<file path="config.mk">
export PLATFORM = sky130hd
export DESIGN_NAME = window_gen
export DESIGN_NICKNAME = d
export VERILOG_FILES = /design/src/rtl/cnn_pkg.sv /design/src/rtl/row_ram.sv /design/src/rtl/window_gen.sv
export SDC_FILE = /design/constraint.sdc
export NUM_CORES = 1
export LEC_CHECK = 0
export ABC_CLOCK_PERIOD_IN_PS = 8210
export BUFFER_PORTS_ARGS = -buffer_cell sky130_fd_sc_hd__buf_2
export CAP_MARGIN = 20
export CORE_MARGIN = 2
export CORE_UTILIZATION = 55
export CTS_BUF_LIST = sky130_fd_sc_hd__clkbuf_4 sky130_fd_sc_hd__clkbuf_8 sky130_fd_sc_hd__clkbuf_16
export DETAILED_ROUTE_END_ITERATION = 8
export PLACE_DENSITY = 0.78
export SKIP_CTS_REPAIR_TIMING = 1
export SLEW_MARGIN = 20
export SYNTH_ARGS = -nofsm -noshare
export SYNTH_HDL_FRONTEND = slang
export SYNTH_SLANG_ARGS = --single-unit
</file>
<file path="constraint.sdc">
create_clock -name clk -period 8.21 [get_ports clk]
set_input_delay 0 -clock clk [delete_from_list [all_inputs] [get_ports clk]]
set_output_delay 0 -clock clk [all_outputs]
set_load 0.005 [all_outputs]
</file>
<file path="src/rtl/cnn_pkg.sv">
// Shared definitions for the basecnn front-end datapath.
//
// Contents:
//   PIX_W_DEF  - default pixel width in bits
//   IMG_W_DEF  - default pixels per row
//   IMG_H_DEF  - default rows per frame
//   state_t    - window generator phase: FILL (rows 0..1), STREAM (rows 2..H-1)
package cnn_pkg;

  localparam int PIX_W_DEF = 8;
  localparam int IMG_W_DEF = 28;
  localparam int IMG_H_DEF = 28;

  typedef enum logic {
    FILL   = 1'b0,
    STREAM = 1'b1
  } state_t;

endpackage

</file>
<file path="src/rtl/row_ram.sv">
// One image row of pixel storage.
//
// One combinational read and one synchronous write per cycle, both at the
// same address. A read in the write cycle returns the old contents.
//
// Ports:
//   clk    in   rising-edge clock
//   addr   in   AW   shared read/write address (column index)
//   we     in   1    write enable
//   wdata  in   W    data written at the next rising edge
//   rdata  out  W    current contents of mem[addr]
module row_ram #(
  parameter int  DEPTH = 28,
  parameter int  W     = 8,
  localparam int AW    = (DEPTH > 1) ? $clog2(DEPTH) : 1
) (
  input  logic          clk,
  input  logic [AW-1:0] addr,
  input  logic          we,
  input  logic [W-1:0]  wdata,
  output logic [W-1:0]  rdata
);

  logic [W-1:0] mem [DEPTH];

  assign rdata = mem[addr];

  // NOTE: the storage array has no reset; a reset loop over every entry would
  // prevent mapping onto RAM and nothing reads an entry before it is written.
  always_ff @(posedge clk) begin
    if (we) begin
      mem[addr] <= wdata;
    end
  end

endmodule

</file>
<file path="src/rtl/window_gen.sv">
// 3x3 sliding window generator for a raster-order pixel stream.
//
// Two row memories hold the previous two rows (row_a = row r-1,
// row_b = row r-2). Each accepted pixel shifts the 3x3 window left and loads
// a fresh right-hand column {row_b[c], row_a[c], pix_in}. A window is
// presented once the row and column are both at least 2 ("valid"
// convolution, no padding), giving (IMG_W-2)*(IMG_H-2) windows per frame.
//
// Ports:
//   clk        in   rising-edge clock
//   reset      in   synchronous active-low reset
//   pix_in     in   PIX_W  incoming pixel, raster order
//   pix_valid  in   pix_in is valid
//   pix_ready  out  a pixel can be accepted this cycle
//   win0..win8 out  PIX_W  window, win0 = (r-2,c-2) ... win8 = (r,c)
//   win_valid  out  window outputs hold a valid window
//   win_ready  in   downstream consumes the window this cycle
//   win_last   out  final window of the frame (qualified by win_valid)
module window_gen
  import cnn_pkg::*;
#(
  parameter int IMG_W = IMG_W_DEF,
  parameter int IMG_H = IMG_H_DEF,
  parameter int PIX_W = PIX_W_DEF
) (
  input  logic             clk,
  input  logic             reset,
  input  logic [PIX_W-1:0] pix_in,
  input  logic             pix_valid,
  output logic             pix_ready,
  output logic [PIX_W-1:0] win0,
  output logic [PIX_W-1:0] win1,
  output logic [PIX_W-1:0] win2,
  output logic [PIX_W-1:0] win3,
  output logic [PIX_W-1:0] win4,
  output logic [PIX_W-1:0] win5,
  output logic [PIX_W-1:0] win6,
  output logic [PIX_W-1:0] win7,
  output logic [PIX_W-1:0] win8,
  output logic             win_valid,
  input  logic             win_ready,
  output logic             win_last
);

  localparam int CW = $clog2(IMG_W);
  localparam int RW = $clog2(IMG_H);

  localparam logic [CW-1:0] COL_MAX = CW'(IMG_W - 1);
  localparam logic [RW-1:0] ROW_MAX = RW'(IMG_H - 1);

  state_t           state;
  state_t           state_nxt;
  logic [CW-1:0]    col;
  logic [RW-1:0]    row;
  logic [PIX_W-1:0] win_q [9];
  logic [PIX_W-1:0] top;
  logic [PIX_W-1:0] mid;
  logic             accept;
  logic             produce;
  logic             col_end;
  logic             row_end;
  logic             ram_we;

  // A stalled window blocks intake; there is no skid buffer.
  assign pix_ready = !win_valid || win_ready;
  assign accept    = pix_valid && pix_ready;
  assign col_end   = (col == COL_MAX);
  assign row_end   = (row == ROW_MAX);

  // Columns 0..1 only refill the window, so a window never straddles a
  // row boundary.
  assign produce   = accept && (state == STREAM) && (col >= CW'(2));

  // Pixels presented during reset must not disturb the row memories.
  assign ram_we    = accept && reset;

  // row_a: previous row. Its old value moves down into row_b.
  row_ram #(.DEPTH(IMG_W), .W(PIX_W)) u_row_a (
    .clk   (clk),
    .addr  (col),
    .we    (ram_we),
    .wdata (pix_in),
    .rdata (mid)
  );

  // row_b: two rows back.
  row_ram #(.DEPTH(IMG_W), .W(PIX_W)) u_row_b (
    .clk   (clk),
    .addr  (col),
    .we    (ram_we),
    .wdata (mid),
    .rdata (top)
  );

  // Phase register.
  always_ff @(posedge clk) begin
    if (!reset) begin
      state <= FILL;
    end else begin
      state <= state_nxt;
    end
  end

  // NOTE: every output of this block gets a default before the case so that
  // no path leaves it unassigned and a latch is inferred.
  always_comb begin
    state_nxt = state;
    case (state)
      FILL:   if (accept && col_end && (row == RW'(1))) state_nxt = STREAM;
      STREAM: if (accept && col_end && row_end)         state_nxt = FILL;
      default:                                          state_nxt = FILL;
    endcase
  end

  // NOTE: sequential state uses non-blocking assignment so every register
  // samples the pre-edge values; the window shift below depends on it.
  always_ff @(posedge clk) begin
    if (!reset) begin
      col       <= '0;
      row       <= '0;
      win_valid <= 1'b0;
      win_last  <= 1'b0;
      for (int i = 0; i < 9; i++) begin
        win_q[i] <= '0;
      end
    end else if (accept) begin
      if (col_end) begin
        col <= '0;
        row <= row_end ? '0 : row + RW'(1);
      end else begin
        col <= col + CW'(1);
      end

      for (int k = 0; k < 3; k++) begin
        win_q[3*k]     <= win_q[3*k + 1];
        win_q[3*k + 1] <= win_q[3*k + 2];
      end
      win_q[2] <= top;
      win_q[5] <= mid;
      win_q[8] <= pix_in;

      win_valid <= produce;
      win_last  <= produce && col_end && row_end;
    end else if (win_ready) begin
      win_valid <= 1'b0;
      win_last  <= 1'b0;
    end
  end

  assign win0 = win_q[0];
  assign win1 = win_q[1];
  assign win2 = win_q[2];
  assign win3 = win_q[3];
  assign win4 = win_q[4];
  assign win5 = win_q[5];
  assign win6 = win_q[6];
  assign win7 = win_q[7];
  assign win8 = win_q[8];

endmodule

</file>
# Word-level counts from Yosys, hierarchy flattened
# Memory sizes are Yosys's and may differ from the RTL's. A register that Yosys moved wholly into a read port is not among the register bits.
# Cells that the tools add are included.
[op_classes]
add_sub_neg = 2
n_mul = 0
n_div = 0
n_lt_le_gt_ge = 1
n_eq_ne = 3
n_shift = 0
mux = 27
bitwise = 10
n_reduce_logical = 13
[op_table]
columns = ["operator", "count"]
rows = [
  ["2-to-1 mux 8 bit", 9],
  ["2-to-1 mux 5 bit", 6],
  ["2-to-1 mux 1 bit", 11],
  ["adder 5 x 1 -> 5 bit (second input constant)", 2],
  ["== test 5 bit (second input constant)", 2],
  ["logical AND 1 bit", 9],
  ["OR 1 bit", 9],
  ["== test 5 x 1 -> 1 bit (second input constant)", 1],
  [">= comparator 5 x 2 -> 1 bit (second input constant)", 1],
  ["case mux 1 bit (2 select lines)", 1],
  ["AND reduction 2 bit", 1],
  ["nonzero test 2 bit", 1],
  ["logical NOT 1 bit", 1],
  ["logical OR 1 bit", 1],
  ["NOT 1 bit", 1],
]
[word_totals]
ff_bits = 13
latchBits = 0
ram_bits = 520
rom_bits = 0
input_bits = 12
memories = 3
[memory_table]
columns = ["name", "depth", "width", "rd", "rd_ports_with_merged_regs", "write_ports", "line", "source"]
rows = [
  ["u_row_a.mem", 28, 8, 1, 1, 1, "row_ram.sv:24", "logic [W-1:0] mem [DEPTH];"],
  ["u_row_b.mem", 28, 8, 1, 1, 1, "row_ram.sv:24", ""],
  ["win_q", 9, 8, 9, 0, 9, "window_gen.sv:55", "logic [PIX_W-1:0] win_q [9];"],
]

# Logic depth before layout (Yosys ltp)
[logic_depth]
ltp_word = 8
depth_mapped = 8
mapped_depth_nobuf = 5

# By module
# A second synthesis with hierarchy kept.
[hier_totals]
hier_cells = 1147
hier_area_um2 = 20940.1
[by_module_without_submodules]
columns = ["module", "n_inst", "cells_per_inst", "area_per_inst_um2", "seq_area_each_um2"]
rows = [
  ["row_ram", 2, 454, 8799.7, 6726.5],
  ["window_gen", 1, 239, 3340.7, 2422.3],
]

# Worst setup path after synthesis
# OpenSTA, ideal clock, no wires.
[synth_timing]
path_type = "flip-flop to flip-flop"
startpoint = "register with a tool-made name"
endpoint = "memory u_row_b.mem[0][5] (data pin)"
setup_ns = 0.435
arrival_time_ns = 2.436
required_ns = 7.775
setup_slack_ns = 5.338
path_stages_with_launch = 8
path_buffers = 3
synth_period_minus_slack_ns = 2.872
path_cell_list = "dfxtp_1 > buf_6 > buf_6 > buf_4 > nor2_1 > a22oi_1 > a21oi_1 > a211oi_1"
[synth_lines]
columns = ["element", "line"]
rows = [
  ["end, declared", "row_ram.sv:24"],
]

==> results.md <==
* Layout cells sized above 1 at 0.231
* Routed WL at 48200 um
* Worst-Margin Slew at 1.13 ns
* Fraction of registers with async set or reset after synthesis at 0
* Global route overflow at 0
* EDFF count, synth at 520
* PwrDens at 237 nW/um^2
* ANT cells at 0
* Met3 GRT Util at 0.0457
* Most common cell after layout, fill and taps aside: edfxtp_1
* Fill cell count at 2491
* Skew-Pair Late Insertion Delay at 0.57 ns
* CTS sink count at 538
* Status: complete, no violations
* Mapped Nets at 1105
* Worst-path clk slew at 0.06 ns
* R2r worst-path depth at 5
* Post-route insts no fill at 1766
* Hold Path Sink: u_row_a.mem[22][1]
* Via count at 11100
* Post-synth cell types at 55
* Crit-path cells: buf_4, mux4_1, mux2_2, o211ai_2, nand3_1
* Synth warnings at 0
* Critical Path Slowest Stage Cell: dfxtp_4
* M1 GR Usage at 0.330
* Minimum clock period at 3.91 ns
* Worst Skew at 0.0221 ns
* Mapped Cells at 1087
* Max Slew Vio Count at 0
* Maximum clock frequency at 0.256 GHz
* MaxCap Viol Count at 0
* CP startpoint kind: flip-flop
* Dpl hpwl at 27300 um
* Setup tns final at 0 ns
* Area of the die at 39700 um^2
* Wire per inst at 27.3 um
* Synth area leaders: edfxtp_1, mux4_2, mux2i_1
* Vias per cell at 6.30
* Die Span Y at 199 um
* CTS Buf Count at 49
* VDD IR-drop max at 0.166 mV
* Initial Util at 0.558
* Overall routing resource usage at 0.247
* LEAKAGE at 7.83 nW
* Initial DRT Pass Iterations at 5
* Flop2flop setup slack at 4.30 ns
* H-Tree Depth at 2
* Met2 usage in global routing at 0.399
* FF+latch count, synth at 538
* Root buffer cell: clkbuf_16
* RSZ-0062 raised after global routing: false
* Worst min-delay path startpoint: pix_in[1]
* Post-synthesis sequential area ratio at 0.762
* PortBufs at 86
* Crit path buffers/inverters at 1
* Chip Width at 199 um
* Setup Viol. Count Final at 0
* Nets at 1233
* CP max stage delay at 0.89 ns
* Mapped Avg Cell Area at 19.3 um^2
* Synthesized cell area at 21000 um^2
* Core area at 37600 um^2
* Grt peak-use layer: met2
* Final hold violations at 0
* Final instance area at 23700 um^2
* Post-DP Area at 22000 um^2
* Primary FF master, synth: edfxtp_1
* Dominant cell type by area after synthesis: edfxtp_1
* Tcrit/Tclk final at 0.476
* Rel. slew slack at 0.245
* Crit-path leading delay family: multiplexers
* Worst Setup End Kind: flip-flop
* Worst path required time at 8.27 ns
* GPL Wtd Cong at 0.825
* DRC viols at 0
* Hold path cells at 1
* Vias in the first global route at 10700
* R2r endpoint: u_row_b.mem[3][2]
* Top cell type's share of synthesized area at 0.745
* Largest net degree at the start of global routing at 74
* Initial antenna violation count at 1
* Antenna Violating Nets Remaining at 0
* Arrival @ worst endpoint at 3.97 ns
* Worst Hold Class: in2reg
* Crit-path max FO at 51
* Row cnt at 71
* Setup Crit Path Kind: reg2reg
* Clock Tree Buf Depth at 3
* Starting DRT DRC Count at 1562
* Clock tree from TritonCTS: built
* Commonest cells after routing, fill and taps aside: edfxtp_1, mux2i_1, buf_2
* Area growth syn-to-layout at 13.1%
* Placed Instances at 1665
* Top-Level Pins at 87
* Global-route wire length before repair at 69600 um
-- cells in the mapped netlist (6+ instances only) --
cell type and n:
edfxtp_1 520, mux2i_1 92, and2_1 58, mux4_2 57
nor2_1 33, a21oi_1 31, a22oi_1 27, nand2_1 25
clkbuf_1 22, dfxtp_1 18, nand3_1 16, buf_4 14
mux4_1 14, and3_1 11, buf_2 11, mux2_2 11
nand2b_1 11, o21ai_0 11, a221oi_1 10, buf_6 9
nor2b_1 8, inv_1 7, ha_1 6
-- where the power goes --
| group | total, mW | internal [mW] | switching (mW) | leakage (nW) |
|---|---|---|---|---|
| clock network | 2.27 | 1.32 | 0.947 | 0.811 |
| logic | 0.251 | 0.0983 | 0.153 | 2.05 |
| registers | 3.10 | 3.07 | 0.0296 | 4.97 |
| total | 5.62 | 4.49 | 1.13 | 7.83 |
-- state kept, by name, summed over array words and instances, names as in the netlist, named ones only --
name and count:
u_row_a.mem 224, u_row_b.mem 224, win_q 72, col 5
row 5, state 1, win_last 1, win_valid 1
-- worst max path at each step --
| stage | to | depth (start not counted) | slack [ns] | start |
|---|---|---|---|---|
| floorplan | u_row_b.mem[0][5] | 7 | 5.34 | flip-flop |
| global placement | u_row_b.mem[10][2] | 5 | 4.43 | flip-flop |
| detailed placement | u_row_b.mem[10][2] | 5 | 4.27 | flip-flop |
| CTS | u_row_b.mem[1][2] | 5 | 4.26 | flip-flop |
| global route | u_row_b.mem[12][2] | 5 | 4.06 | flip-flop |
| finish | u_row_b.mem[3][2] | 5 | 4.30 | flip-flop |
-- cell type report --
cell class              count  area, um^2  area share
inverters                   8        30.0     0.00127
well taps                 511         639      0.0270
clock buffers              66        1400      0.0591
clock inverters            25         213     0.00897
multi-input cells         483        4630       0.195
repair buffers            135         823      0.0347
flip-flops and latches    538       16000       0.674
-- layer usage --
layer  share of wire  vias to the layer above
li1                -                     4639
met1            0.38                     5614
met2            0.48                      726
met3            0.10                      140
met4           0.042                        0
met5               0                        -
-- logic make-up after synthesis --
logic type                 share of synthesized area
xor gates and xnor gates                    0.000418
buffers and inverters                         0.0190
and+or+nand+nor                               0.0473
adders and majority gates                    0.00358
muxes                                          0.129
AOI/OAI and AO/OA                             0.0393
DFF                                            0.762
-- per-stage QoR --
| step | hold slack (ns) | power (mW) | setup slack [ns] | utilization |
|---|---|---|---|---|
| final | 0.0104 | 5.62 | 4.30 | 0.631 |
| after floorplan | 0.0989 | 3.31 | 5.34 | - |
| after global placement | 0.295 | 3.39 | 4.43 | 0.586 |
| after global routing | 0.0167 | 5.77 | 4.06 | 0.631 |
| after detailed placement | 0.306 | 3.40 | 4.27 | 0.586 |
| after CTS | -0.296 | 5.64 | 4.26 | 0.629 |
Note: power is estimated with default switching activity, not from simulation.
